`config.mk`:
```
export PLATFORM = sky130hd
export DESIGN_NAME = stream_compactor_flat
export DESIGN_NICKNAME = d
export VERILOG_FILES = /design/src/rtl/stream_compactor_if.sv /design/src/rtl/stream_compactor.sv /design/src/flat_wrapper.sv
export SDC_FILE = /design/constraint.sdc
export NUM_CORES = 1
export LEC_CHECK = 0
export CAP_MARGIN = 20
export CORE_AREA = 8 8 174 143
export DETAILED_ROUTE_END_ITERATION = 8
export DIE_AREA = 0 0 182 151
export GPL_TIMING_DRIVEN = 0
export PLACE_DENSITY_LB_ADDON = 0.3
export SYNTH_ARGS = -nofsm -noshare
export SYNTH_HDL_FRONTEND = slang
export SYNTH_SLANG_ARGS = --single-unit
```
`constraint.sdc`:
```
create_clock -name clk -period 5.3 [get_ports clk]
set_clock_uncertainty 0.15 [all_clocks]
set_input_delay 0.53 -clock clk [delete_from_list [all_inputs] [get_ports clk]]
set_output_delay 0.53 -clock clk [all_outputs]
set_load 0.03 [all_outputs]
```
`src/rtl/stream_compactor_if.sv`:
```
// rtl/stream_compactor_if.sv - element-vector stream with prefix keep mask
interface ndata_i #(
  parameter type data_t       = logic [7:0],
  parameter int  NUM_ELEMENTS = 8
);
  data_t [NUM_ELEMENTS-1:0] data;
  logic  [NUM_ELEMENTS-1:0] keep;
  logic                     last;
  logic                     valid;
  logic                     ready;

  modport m (output data, keep, last, valid, input ready);
  modport s (input data, keep, last, valid, output ready);
endinterface

```
`src/rtl/stream_compactor.sv`:
```
// rtl/stream_compactor.sv - packs prefix-masked beats into dense full-width beats
module stream_compactor #(
  parameter type data_t       = logic [7:0],
  parameter int  NUM_ELEMENTS = 8,
  parameter int  COUNT_WIDTH  = $clog2(NUM_ELEMENTS + 1)
) (
  input  logic                   clk,
  input  logic                   rst,
  ndata_i.s                      in,
  ndata_i.m                      out,
  output logic [COUNT_WIDTH-1:0] fill_level
);
  localparam int N = NUM_ELEMENTS;
  localparam int IDX_WIDTH = $clog2(NUM_ELEMENTS);
  localparam logic [COUNT_WIDTH:0] N_S = (COUNT_WIDTH + 1)'(NUM_ELEMENTS);

  typedef enum logic {RUN, FLUSH} state_t;

  state_t                 state, nxt_state;
  data_t [N-1:0]          acc, nxt_acc, rem, nxt_rem, rot, merged;
  data_t [N-1:0]          out_data, nxt_out_data;
  logic  [N-1:0]          out_keep, nxt_out_keep, keep_inc;
  logic                   out_last, nxt_out_last, out_valid, nxt_out_valid;
  logic [COUNT_WIDTH-1:0] f, nxt_f, rem_cnt, nxt_rem_cnt, k;
  logic [COUNT_WIDTH:0]   s;
  logic                   in_ready, adv, accept;

  function automatic logic [N-1:0] prefix_mask(input logic [COUNT_WIDTH:0] cnt);
    logic [N-1:0] m;
    for (int j = 0; j < N; j++) m[j] = ((COUNT_WIDTH + 1)'(j) < cnt);
    return m;
  endfunction

  assign adv      = out.ready || !out_valid;
  assign in_ready = (state == RUN) && adv;
  assign accept   = in.valid && in_ready;

  assign in.ready   = in_ready;
  assign out.valid  = out_valid;
  assign out.data   = out_data;
  assign out.keep   = out_keep;
  assign out.last   = out_last;
  assign fill_level = f;

  // Input is rotated so its element 0 lands at the first free accumulator slot.
  always_comb begin
    k = '0;
    for (int j = 0; j < N; j++) k = k + COUNT_WIDTH'(in.keep[j]);
    s = {1'b0, f} + {1'b0, k};
    for (int j = 0; j < N; j++) begin
      rot[j]    = in.data[IDX_WIDTH'(j) - f[IDX_WIDTH-1:0]];
      merged[j] = (COUNT_WIDTH'(j) < f) ? acc[j] : rot[j];
    end
  end

  always_comb begin
    nxt_state     = state;
    nxt_f         = f;
    nxt_acc       = acc;
    nxt_rem       = rem;
    nxt_rem_cnt   = rem_cnt;
    nxt_out_valid = out_valid;
    nxt_out_data  = out_data;
    nxt_out_keep  = out_keep;
    nxt_out_last  = out_last;
    if (adv) nxt_out_valid = 1'b0;

    case (state)
      RUN: if (accept) begin
        if (s < N_S) begin
          if (in.last) begin
            nxt_out_valid = 1'b1;
            nxt_out_data  = merged;
            nxt_out_keep  = prefix_mask(s);
            nxt_out_last  = 1'b1;
            nxt_f         = '0;
          end else begin
            for (int j = 0; j < N; j++)
              if (COUNT_WIDTH'(j) >= f) nxt_acc[j] = rot[j];
            nxt_f = COUNT_WIDTH'(s);
          end
        end else begin
          nxt_out_valid = 1'b1;
          nxt_out_data  = merged;
          nxt_out_keep  = '1;
          nxt_out_last  = 1'b0;
          if (!in.last) begin
            nxt_acc = rot;
            nxt_f   = COUNT_WIDTH'(s - N_S);
          end else if (s == N_S) begin
            nxt_out_last = 1'b1;
            nxt_f        = '0;
          end else begin
            // Overflowing last beat: spill the tail and emit it next cycle.
            nxt_rem     = rot;
            nxt_rem_cnt = COUNT_WIDTH'(s - N_S);
            nxt_f       = COUNT_WIDTH'(s - N_S);
            nxt_state   = FLUSH;
          end
        end
      end
      FLUSH: if (adv) begin
        nxt_out_valid = 1'b1;
        nxt_out_data  = rem;
        nxt_out_keep  = prefix_mask({1'b0, rem_cnt});
        nxt_out_last  = 1'b1;
        nxt_f         = '0;
        nxt_rem_cnt   = '0;
        nxt_state     = RUN;
      end
      default: nxt_state = RUN;
    endcase
  end

  always_ff @(posedge clk) begin
    if (rst) begin
      state     <= RUN;
      f         <= '0;
      acc       <= '0;
      rem       <= '0;
      rem_cnt   <= '0;
      out_valid <= 1'b0;
      out_data  <= '0;
      out_keep  <= '0;
      out_last  <= 1'b0;
    end else begin
      state     <= nxt_state;
      f         <= nxt_f;
      acc       <= nxt_acc;
      rem       <= nxt_rem;
      rem_cnt   <= nxt_rem_cnt;
      out_valid <= nxt_out_valid;
      out_data  <= nxt_out_data;
      out_keep  <= nxt_out_keep;
      out_last  <= nxt_out_last;
    end
  end

  assign keep_inc = in.keep + N'(1);

  a_keep_prefix: assert property (@(posedge clk) disable iff (rst)
    accept |-> ((in.keep & keep_inc) == '0));
endmodule
```
`src/flat_wrapper.sv`:
```
// flat-port wrapper written by rule: the top's interface ports become plain ports
module stream_compactor_flat 
#(
  parameter type data_t       = logic [7:0],
  parameter int  NUM_ELEMENTS = 8,
  parameter int  COUNT_WIDTH  = $clog2(NUM_ELEMENTS + 1)
)
  (clk, rst, fill_level, in_data, in_keep, in_last, in_valid, in_ready, out_data, out_keep, out_last, out_valid, out_ready);
  ndata_i #(.data_t(data_t), .NUM_ELEMENTS(NUM_ELEMENTS)) in_i ();
  ndata_i #(.data_t(data_t), .NUM_ELEMENTS(NUM_ELEMENTS)) out_i ();
  input  logic clk;
  input  logic rst;
  output logic [COUNT_WIDTH-1:0] fill_level;
  input wire logic [$bits(in_i.data)-1:0] in_data;
  input wire logic [$bits(in_i.keep)-1:0] in_keep;
  input wire logic [$bits(in_i.last)-1:0] in_last;
  input wire logic [$bits(in_i.valid)-1:0] in_valid;
  output wire logic [$bits(in_i.ready)-1:0] in_ready;
  output wire logic [$bits(out_i.data)-1:0] out_data;
  output wire logic [$bits(out_i.keep)-1:0] out_keep;
  output wire logic [$bits(out_i.last)-1:0] out_last;
  output wire logic [$bits(out_i.valid)-1:0] out_valid;
  input wire logic [$bits(out_i.ready)-1:0] out_ready;
  assign in_i.data = in_data;
  assign in_i.keep = in_keep;
  assign in_i.last = in_last;
  assign in_i.valid = in_valid;
  assign in_ready = in_i.ready;
  assign out_data = out_i.data;
  assign out_keep = out_i.keep;
  assign out_last = out_i.last;
  assign out_valid = out_i.valid;
  assign out_i.ready = out_ready;
  stream_compactor #(.data_t(data_t), .NUM_ELEMENTS(NUM_ELEMENTS), .COUNT_WIDTH(COUNT_WIDTH)) u_core (.clk(clk), .rst(rst), .in(in_i), .out(out_i), .fill_level(fill_level));
endmodule
```
==> metrics.txt <==
P_int=about 3.9 mW; All-Layer GR Usage=between 30% and 40%; critical path's largest stage delay=between 500 and 600 ps; Max VDD drop=~0.00030 V; distinct cell type count after synthesis=61; Synth Area in Compound Gates=roughly 22%; clock net sink count=between 200 and 250; final setup vio count=0; crit path buf inv count=7; fillers=~1800; vias per cell=6.64; Mapped Area=~12000 µm²; Max Freq=roughly 190 MHz; #FFs+latches synth=~210; PnR Total Power=6.53 mW; Syn Inst Count=about 1400; CTS root buf=clkbuf_16; EDFF count, synth=0; min Tclk post-route=5140 ps; Slew @ Worst Pin=1040 ps; Post-CTS Setup Inserts=0; H-tree Lvls=1; Top Ports=between 150 and 200; vias after detailed routing=12400; row count=49; post-synth top area cell=dfxtp_1; antenna violations before repair=0; gp weighted congestion=1.02; adder-cell share of the synthesized area=about 2.2%; Synth top area share=a little over a third; CTS tree=yes; RSZ-0062 raised after global routing=no; grt met3 use=10.5%; CP cell instances=clkdlybuf4s50_1 > ha_1 > inv_1 > fa_1 > fa_1 > fa_1 > inv_1 > fa_1 > inv_1 > fa_1 > nand2b_1 > nor2_1 > o311ai_4 > and3_1 > buf_2 > buf_4 > clkbuf_4 > o31ai_1; share of cells above drive strength 1=around 13%; Max stage delay cell, worst path=fa_1; top_reg_cell synth=dfxtp_1; CP dominant cell by count=fa_1; final-stage net count=1670; met1 GRT Util=a little over two fifths; Clk pwr share=a little over a quarter; first-pass GRT wire length=71000 µm; GR met2 Demand/Resource=approximately half; crit path DAT=between 5000 and 6000 ps; Rel. slew slack=between 30% and 40%; syn nets=between 1000 and 1500; final-report hold violation count=0; switching pwr=between 2 and 3 mW; IO Port Bufs=approximately 160; Reg power frac=around 29%; Pre-antenna DRT Iters=9; combinational power share=~44%; Cell Pwr Density=437 nW/µm²; worst skew pair latency=between 500 and 600 ps; Syn Area/Cell=approximately 8.7 µm²; vias in the first global route=about 12000; global route hottest layer=met2; setup total negative slack=0 ps; Crit path max-delay family=adder cells; most frequent cells in the layout=dfxtp_1 (211), nor2_1 (207), clkdlybuf4s50_1 (155), nand2_1 (143), a21oi_1 (124); Chip Width=182 µm; most common cell after layout, fill and taps aside=dfxtp_1; Synth Warn #=0; die height=roughly 150 µm; final max-slew violation count=0; CTS max path bufs=3; drt wl/cell=about 25 µm; grt total ovfl=0; Worst setup EP type=flop; Synth Area in Simple Gates=between 10 and 15%; Area Growth Syn to Fin=22.8%; main combinational cell family by area after synthesis=compound AO/OA/AOI/OAI gates; Leak=~5.4 nW; post-synthesis mux area share=between 10% and 20%; detailed-placement wirelength estimate=about 35000 µm; Final Non-Filler Cells=between 1500 and 2000; register area share after synthesis=around a third; Hold Path Class=flop to flop; Max Cap Viol=0; largest net degree at the start of global routing=16; critical path startpoint category=input pin; switching share of power=approximately two fifths; clock slew at reported path FFs=about 70 ps; Placed Cells=between 1500 and 2000; CP required=around 5500 ps; xor and xnor fraction of the mapped netlist area=less than 1%; Final Util=~68%; WL final=approximately 47000 µm; top cells by area, synth=dfxtp_1 (35%), mux4_2 (10%), nor2_1 (6.4%); Crit Path Max Fanout=10; final clock period utilization by the worst path=between 90% and 100%; post-synthesis async set-or-reset flop share=0%; status=completed; TritonCTS buffer count=23; Setup CP Type=input pin to flop; drt initial violations=~1700; full die area=about 27000 µm²; Antenna Nets Post-Route=0; core area=22100 µm²; n_diodes=0; drc violations=0; Initial Util=between 50% and 60%
## routing by layer
metal | part of all wire, % | routed length [µm]
met5 | 0 | 0
met4 | 4.5 | 2120
met3 | 13 | 6040
met2 | 43 | 20200
met1 | 40 | 18700
## power groups by stage
stage	clock network (mW)	registers, mW	logic [mW]
after floorplan	0	2.11	1.65
final	1.73	1.91	2.89
after CTS	1.73	1.90	2.79
after global routing	1.79	1.93	3.04
after detailed placement	0	1.94	2.78
after global placement	0	1.93	2.75
## kinds of logic (layout without fill, tap and decap cells)
kind of cell,after synthesis,in the layout
DFF,211,211
buffers and inverters,184,383
adders and majority gates,18,18
AOI/OAI and AO/OA,387,387
muxes,152,152
and+or+nand+nor,436,436
xor gates and xnor gates,5,5
## synthesized netlist by cell type (13+ instances only)
library cell	instances
nand2_1	143
a221o_1	25
mux2_2	40
a21oi_1	126
o21ai_0	31
a211oi_1	80
nor2_1	207
inv_1	68
clkbuf_1	57
nor3_1	46
a222oi_1	16
mux2i_1	56
a221oi_1	32
ha_1	13
a22o_1	16
buf_2	39
a21o_1	19
dfxtp_1	211
mux4_2	56
## metrics by stage
| step | hold WS, ps | area [µm²] | worst slack, ps |
|---|---|---|---|
| 2_1_floorplan | 273 | 12200 | 584 |
| 3_3_place_gp | 282 | 14100 | -368 |
| 3_5_place_dp | 288 | 14100 | -438 |
| 4_1_cts | 297 | 14900 | 95.7 |
| 5_1_grt | 313 | 14900 | 5.07 |
| 6_report | 299 | 14900 | 161 |
## final cells by class
cell class | instances | area, µm² | area share, %
Inverter | 70 | 263 | 1.76
Timing Repair Buffer | 157 | 1560 | 10.5
Sequential cell | 211 | 4220 | 28.3
Tap cell | 280 | 350 | 2.35
Clock buffer | 24 | 579 | 3.88
Clock inverter | 18 | 228 | 1.53
Buffer | 114 | 558 | 3.74
Multi-Input combinational cell | 998 | 7160 | 48.0
## worst register-to-register path: stages (launching register included)
cell and delay (ps):
dfxtp_1 530, buf_4 320, inv_2 160, buf_2 250, buf_2 290, ha_1 390
buf_2 340, buf_2 380, buf_2 360, mux4_2 410, mux2i_1 340, nor2_1 100
a221oi_1 340, a211oi_2 120
## worst paths after layout
check,from,endpoint,slack [ps],depth (start not counted)
setup reg to reg,u_core.fill_level[0],u_core.out.data[48],660,13
hold reg to reg,u_core.acc[40],u_core.acc[40],300,2
setup / recovery,in_keep[0],u_core.rem[27],160,18
hold / removal,u_core.acc[40],u_core.acc[40],300,2
## what timing repair did
| action | 4_1_cts | 5_1_grt |
|---|---|---|
| setup endpoints to repair | 0 | 65 |
| hold buffers | 0 | 0 |
| gates resized for setup | 0 | 10 |
## registers in the layout, indices dropped and copies added, names as in the netlist
register / flops
u_core.fill_level: 4
u_core.out.keep: 8
u_core.out.last: 1
u_core.acc: 64
u_core.rem: 64
u_core.state: 1
u_core.out.data: 64
u_core.out.valid: 1
u_core.rem_cnt: 4
(Power assumes the default switching activity.)
